===== src/rtl/lsu_ctrl.sv =====
// lsu_ctrl: single-outstanding load/store unit between the pipeline and a two-phase memory bus.
// Latency: store response 2 cycles after accept, load 3 cycles after accept with a zero-wait bus.
// Backpressure: req_ready is high only in IDLE; a stalled bus phase ends in an error after TIMEOUT_CYCLES.
//
// Ports:
//   clk, rst                      clock, synchronous active-high reset
//   req_valid/req_ready           request handshake; access_type, addr, wdata sampled on accept
//   resp_valid, rdata, resp_err   one-cycle completion pulse; rdata/resp_err are 0 outside the pulse
//   mem_valid/mem_ready           bus address phase; mem_addr, mem_wen, mem_wstrb, mem_wdata held stable
//   mem_rvalid, mem_rdata         bus read-data phase
//
// Build option: LSU_MISALIGN_TRAP_EN -- when defined, misaligned half/word accesses complete with
// resp_err=1 and no bus cycle; when undefined, they are force-aligned and proceed normally.
//
// access_type codes: LB=0 LH=1 LW=2 LBU=4 LHU=5 SB=8 SH=9 SW=A, every other value is a no-op.

module lsu_ctrl #(
  parameter int TIMEOUT_CYCLES = 255
) (
  input  logic        clk,
  input  logic        rst,
  input  logic        req_valid,
  output logic        req_ready,
  input  logic [3:0]  access_type,
  input  logic [31:0] addr,
  input  logic [31:0] wdata,
  output logic        resp_valid,
  output logic [31:0] rdata,
  output logic        resp_err,
  output logic        mem_valid,
  input  logic        mem_ready,
  output logic [31:0] mem_addr,
  output logic        mem_wen,
  output logic [3:0]  mem_wstrb,
  output logic [31:0] mem_wdata,
  input  logic        mem_rvalid,
  input  logic [31:0] mem_rdata
);

  localparam logic [3:0] AT_LB  = 4'h0;
  localparam logic [3:0] AT_LH  = 4'h1;
  localparam logic [3:0] AT_LW  = 4'h2;
  localparam logic [3:0] AT_LBU = 4'h4;
  localparam logic [3:0] AT_LHU = 4'h5;
  localparam logic [3:0] AT_SB  = 4'h8;
  localparam logic [3:0] AT_SH  = 4'h9;
  localparam logic [3:0] AT_SW  = 4'hA;

  localparam logic [1:0] SZ_B = 2'd0;
  localparam logic [1:0] SZ_H = 2'd1;
  localparam logic [1:0] SZ_W = 2'd2;

  localparam logic [8:0] TMO = 9'(TIMEOUT_CYCLES);

`ifdef LSU_MISALIGN_TRAP_EN
  localparam bit TRAP_EN = 1'b1;
`else
  localparam bit TRAP_EN = 1'b0;
`endif

  typedef enum logic [1:0] {S_IDLE, S_ADDR, S_RDATA, S_RESP} state_t;
  state_t state;

  logic [7:0] cnt;
  logic [1:0] size_q;
  logic       sgn_q;
  logic [1:0] off_q;

  // Request decode, evaluated on the incoming request in IDLE.
  logic       in_legal;
  logic       in_store;
  logic       in_sgn;
  logic [1:0] in_size;
  logic [1:0] in_off;
  logic       in_misal;
  logic [3:0] in_strb;

  always_comb begin
    in_legal = 1'b1;
    in_store = 1'b0;
    in_sgn   = 1'b0;
    in_size  = SZ_B;
    case (access_type)
      AT_LB:   begin in_sgn = 1'b1; in_size = SZ_B; end
      AT_LH:   begin in_sgn = 1'b1; in_size = SZ_H; end
      AT_LW:   in_size = SZ_W;
      AT_LBU:  in_size = SZ_B;
      AT_LHU:  in_size = SZ_H;
      AT_SB:   begin in_store = 1'b1; in_size = SZ_B; end
      AT_SH:   begin in_store = 1'b1; in_size = SZ_H; end
      AT_SW:   begin in_store = 1'b1; in_size = SZ_W; end
      default: in_legal = 1'b0;
    endcase

    in_misal = ((in_size == SZ_H) && addr[0]) ||
               ((in_size == SZ_W) && (addr[1:0] != 2'b00));

    // Lane offset after force-alignment; only reaches the bus when the trap is not taken.
    case (in_size)
      SZ_H:    in_off = {addr[1], 1'b0};
      SZ_W:    in_off = 2'b00;
      default: in_off = addr[1:0];
    endcase

    case (in_size)
      SZ_H:    in_strb = 4'b0011 << in_off;
      SZ_W:    in_strb = 4'b1111;
      default: in_strb = 4'b0001 << in_off;
    endcase
  end

  // Load return path: move the addressed lane down to bit 0, then extend.
  logic [31:0] rd_shift;
  logic [31:0] rd_ext;

  assign rd_shift = mem_rdata >> {off_q, 3'b000};

  always_comb begin
    case (size_q)
      SZ_B:    rd_ext = {{24{sgn_q & rd_shift[7]}}, rd_shift[7:0]};
      SZ_H:    rd_ext = {{16{sgn_q & rd_shift[15]}}, rd_shift[15:0]};
      default: rd_ext = rd_shift;
    endcase
  end

  // Counter counts completed wait cycles in the current phase; expiry fires on the last allowed one.
  logic expired;
  assign expired = (({1'b0, cnt} + 9'd1) == TMO);

  // Combinational so that it is low throughout reset yet high in the very first cycle after it.
  assign req_ready = (state == S_IDLE) && !rst;

  always_ff @(posedge clk) begin
    if (rst) begin
      state      <= S_IDLE;
      cnt        <= '0;
      size_q     <= SZ_B;
      sgn_q      <= 1'b0;
      off_q      <= 2'b00;
      resp_valid <= 1'b0;
      resp_err   <= 1'b0;
      rdata      <= '0;
      mem_valid  <= 1'b0;
      mem_wen    <= 1'b0;
      mem_wstrb  <= '0;
      mem_addr   <= '0;
      mem_wdata  <= '0;
    end else begin
      case (state)
        S_IDLE: begin
          if (req_valid) begin
            size_q <= in_size;
            sgn_q  <= in_sgn;
            off_q  <= in_off;
            if (!in_legal) begin
              state      <= S_RESP;
              resp_valid <= 1'b1;
              resp_err   <= 1'b0;
              rdata      <= '0;
            end else if (TRAP_EN && in_misal) begin
              state      <= S_RESP;
              resp_valid <= 1'b1;
              resp_err   <= 1'b1;
              rdata      <= '0;
            end else begin
              state     <= S_ADDR;
              cnt       <= '0;
              mem_valid <= 1'b1;
              mem_addr  <= {addr[31:2], 2'b00};
              mem_wen   <= in_store;
              mem_wstrb <= in_store ? in_strb : 4'b0000;
              mem_wdata <= wdata << {in_off, 3'b000};
            end
          end
        end

        S_ADDR: begin
          // Handshake is checked first so it wins over a simultaneous expiry.
          if (mem_ready) begin
            mem_valid <= 1'b0;
            mem_wen   <= 1'b0;
            mem_wstrb <= '0;
            cnt       <= '0;
            // mem_wen still marks a store during the address phase.
            if (mem_wen) begin
              state      <= S_RESP;
              resp_valid <= 1'b1;
            end else begin
              state <= S_RDATA;
            end
          end else if (expired) begin
            mem_valid  <= 1'b0;
            mem_wen    <= 1'b0;
            mem_wstrb  <= '0;
            state      <= S_RESP;
            resp_valid <= 1'b1;
            resp_err   <= 1'b1;
            rdata      <= '0;
          end else begin
            cnt <= cnt + 8'd1;
          end
        end

        S_RDATA: begin
          if (mem_rvalid) begin
            rdata      <= rd_ext;
            resp_valid <= 1'b1;
            state      <= S_RESP;
          end else if (expired) begin
            rdata      <= '0;
            resp_err   <= 1'b1;
            resp_valid <= 1'b1;
            state      <= S_RESP;
          end else begin
            cnt <= cnt + 8'd1;
          end
        end

        S_RESP: begin
          resp_valid <= 1'b0;
          resp_err   <= 1'b0;
          rdata      <= '0;
          state      <= S_IDLE;
        end

        default: state <= S_IDLE;
      endcase
    end
  end

endmodule


===== config.mk =====
export PLATFORM = sky130hd
export DESIGN_NAME = lsu_ctrl
export DESIGN_NICKNAME = d
export VERILOG_FILES = /design/src/rtl/lsu_ctrl.sv
export SDC_FILE = /design/constraint.sdc
export NUM_CORES = 1
export LEC_CHECK = 0
export ABC_AREA = 1
export CAP_MARGIN = 20
export CELL_PAD_IN_SITES_DETAIL_PLACEMENT = 1
export CELL_PAD_IN_SITES_GLOBAL_PLACEMENT = 2
export CORE_ASPECT_RATIO = 1.2
export CORE_MARGIN = 10
export CORE_UTILIZATION = 37
export CTS_BUF_LIST = sky130_fd_sc_hd__clkbuf_8
export CTS_CLUSTER_SIZE = 12
export DETAILED_ROUTE_END_ITERATION = 6
export DONT_BUFFER_PORTS = 1
export GPL_ROUTABILITY_DRIVEN = 0
export PLACE_DENSITY = 0.89
export SYNTH_ARGS = -nofsm -noshare
export SYNTH_HDL_FRONTEND = slang
export SYNTH_SLANG_ARGS = --single-unit

===== constraint.sdc =====
create_clock -name clk -period 4.2 [get_ports clk]
set_clock_uncertainty 0.2 [all_clocks]
set_input_delay 0.21 -clock clk [delete_from_list [all_inputs] [get_ports clk]]
set_output_delay 0.21 -clock clk [all_outputs]
set_load 0.02 [all_outputs]

==> metrics.yaml <==
floorplan:
  fp.coreArea_mm2: 0.01698
  die_area_mm2: 0.02303
  rows: 52
  die_w_um: 140.2
  initial_core_util: 0.3778
  io_pins: 210
  die_h_um: 164.2
run:
  drv_cap: 0
timing:
  hold_violations: 0
  slew_headroom: 0.4668
  drv_slew: 0
  rsz0062_at_grt: "no"
  final.min_clock_period_ns: 3.871
  setup_tns_ns: 0
  finalCritPeriodShare: 0.9216
  setup_viol: 0
  max_slew.worst_pin.slew_ns: 0.7990
  max_freq_ghz: 0.2583
yosys:
  synthDistinctLibCells: 36
  ys_warn_count: 0
  synth-seq-area-share: 0.3651
  synth_area_mm2: 0.006415
  synth_seq_cells: 117
  yosysTopAreaCell: "dfxtp_1"
  synth.area.top_cells: "dfxtp_1 37%, nand2_1 15%, a21oi_1 8.3%"
  yosysTopAreaCellShare: 0.3651
  syn-mean-instance-area_um2: 6.654
  netlist_instances: 964
power:
  clockPowerShare: 0.268
  power_switching_w: 0.001891
  power_per_cell_area_mw_per_mm2: 536.3
  peakVddDrop_mv: 0.2386
  swShare: 0.4407
  p_seq_frac: 0.381
  pwr-share-comb: 0.351
  intPower_w: 0.002399
  p_leak_nw: 3.289
grt:
  antenna_found_initial: 1
  track_usage: 0.2175
  grt_max_degree: 46
  grt-ovfl-total: 0
  grt_pass1_wl_um: 40850
  grt_pass1_vias: 7416
finish:
  multi_input_area_mm2: 0.003547
  drive_gt1_frac: 0.06952
  seqCellArea_mm2: 0.002342
  final_area_mm2: 0.007999
  syn_to_final_growth_pct: 24.69
  nets: 1153
  num-fill-cells: 2172
route:
  viasPerCell: 5.455
  vias: 6911
  ant_nets: 0
  first_pass_iters: 4
  wl_um: 25370
  drt_iter0_drc: 365
  wl_per_cell_um: 20.02
  drc_errors: 0
placement:
  port_buffers: 0
  dpl_cell_area_mm2: 0.006437
  place_hpwl_um: 16790
cts:
  root_buffer: "clkbuf_8"
  htreeDepth: 4
  path_clk_slew_ns: 0.08
  post_cts_buffers: 0
  ctsLongestPathBuffers: 2
  post_cts_resized: 0
  tritoncts: "yes"
  insertion_delay_ns: 0.44
  cts_buffers: 17
  cts_hold_buf: 109
  clock_sinks: 117
worst_setup_path:
  worstPathMaxFanout: 42
  worstSetupPathType: "primary input to register"
  cpPeakStageDelay_ns: 0.68
  path_cells: "dlygate4sd3_1 > inv_1 > o21ai_0 > inv_1 > ha_1 > nand2_1 > buf_4 > clkinv_1 > o211ai_1 > a31oi_1 > dlygate4sd3_1"
  endpoint_kind: "register"
  cp-start-kind: "primary input"
  cp.arrival_ns: 4.00
  required_ns: 4.33
  slowest_stage: "clkinv_1"
min_path:
  min_path_type: "primary input to register"
run_status:
  status: "finished clean"
==> worst max-delay path, delay by kind of cell <==
| kind | cells | cell delay [ns] |
|---|---|---|
| adder cells (fa/ha/maj) | 1 | 0.33 |
| AND/OR/NAND/NOR | 1 | 0.06 |
| AO/OA/AOI/OAI | 3 | 0.99 |
| buffers and inverters | 6 | 2.37 |
==> cells in the mapped netlist, drive strengths merged <==
master,instances
a211oi,6
a21oi,118
a221oi,2
a31oi,9
buf,28
clkbuf,39
clkinv,2
conb,1
dfxtp,117
ha,11
inv,52
mux2i,1
nand2,260
nand3,66
nand3b,1
nand4,5
nor2,99
nor3,1
nor4,1
o211a,10
o211ai,16
o21ai,115
o21bai,3
or2,1
==> placed cells by master (no fill, tap or decap), types with 4 or more instances in the layout <==
master           n
o21ai_0        106
inv_1           49
buf_4           10
clkbuf_8        17
o211a_1         10
nand3_1         63
a211oi_1         6
a31oi_1          9
a21oi_2          9
clkinv_4         4
o211ai_1        16
ha_1            11
nor2_1          95
a21oi_1        107
dlygate4sd3_1  108
nand4_1          5
o21ai_1          6
nand2_1        255
dfxtp_1        117
==> registers in the layout, summed over array words and instances (netlist names), 2 cells and up <==
register and flops:
cnt 8, mem_wstrb 4, state 2, mem_wdata 32, size_q 2, mem_addr 30, off_q 2, rdata 32
==> logic make-up (layout without fill, tap and decap cells) <==
| family | after synthesis | count (layout) | share of synthesized area |
|---|---|---|---|
| mux | 1 | 1 | 0.001560 |
| flops | 117 | 117 | 0.3651 |
| buf+inv | 121 | 206 | 0.08387 |
| compound gates | 279 | 279 | 0.2481 |
| fa+ha+maj | 11 | 11 | 0.02145 |
| other cells | 1 | 3 | 0.0005846 |
| simple gates | 434 | 434 | 0.2793 |
==> power by group through the flow <==
stage / logic [W] / clock network, W / registers (W)
floorplan: 0.00110 / 0 / 0.00157
global placement: 0.00132 / 0 / 0.00166
detailed placement: 0.00135 / 0 / 0.00166
CTS: 0.00149 / 0.00118 / 0.00164
global route: 0.00172 / 0.00122 / 0.00167
finish: 0.00151 / 0.00115 / 0.00163
==> metal layers <==
metal | track usage | wire length [um] | up-vias
met4 | 0.06391 | 375 | 0
li1 | - | - | 3360
met5 | 0 | 0 | -
met3 | 0.08521 | 2257 | 26
met1 | 0.2394 | 10080 | 3329
met2 | 0.3786 | 12660 | 196
==> metrics by stage <==
stage / instances / worst slack [ns] / hold WS, ns / utilization / power [W]
finish: 1267 / 0.3292 / 0.06511 / 0.4710 / 0.004290
floorplan: 965 / 1.951 / 0.1449 / - / 0.002666
CTS: 1265 / 0.3539 / 0.01173 / 0.4693 / 0.004308
detailed placement: 1124 / 0.9823 / 0.07946 / 0.3791 / 0.003008
global route: 1267 / 0.01616 / 0.06407 / 0.4710 / 0.004603
global placement: 1124 / 1.078 / 0.07884 / 0.3791 / 0.002978
==> worst paths after layout <==
| path | startpoint | endpoint | slack, ns | cells after the start |
|---|---|---|---|---|
| max | access_type[2] | mem_wdata[17]$_SDFFE_PP0P_ | 0.33 | 11 |
| min reg2reg | cnt[7]$_SDFFE_PP0P_ | cnt[7]$_SDFFE_PP0P_ | 0.30 | 2 |
| max reg2reg | state[1]$_SDFFE_PP0N_ | rdata[25]$_SDFFE_PP0P_ | 1.05 | 11 |
| min | access_type[0] | mem_wstrb[2]$_SDFFE_PP0P_ | 0.07 | 5 |
==> layout make-up <==
cell class,instances,area share
inverter,54,0.02534
timing repair buffer,120,0.1505
sequential,117,0.2928
clock inverter,15,0.02456
multi-input combinational,727,0.4435
tap,216,0.03379
antenna,1,0.0003128
clock buffer,17,0.02925
Power figures use the tool's default switching activity.
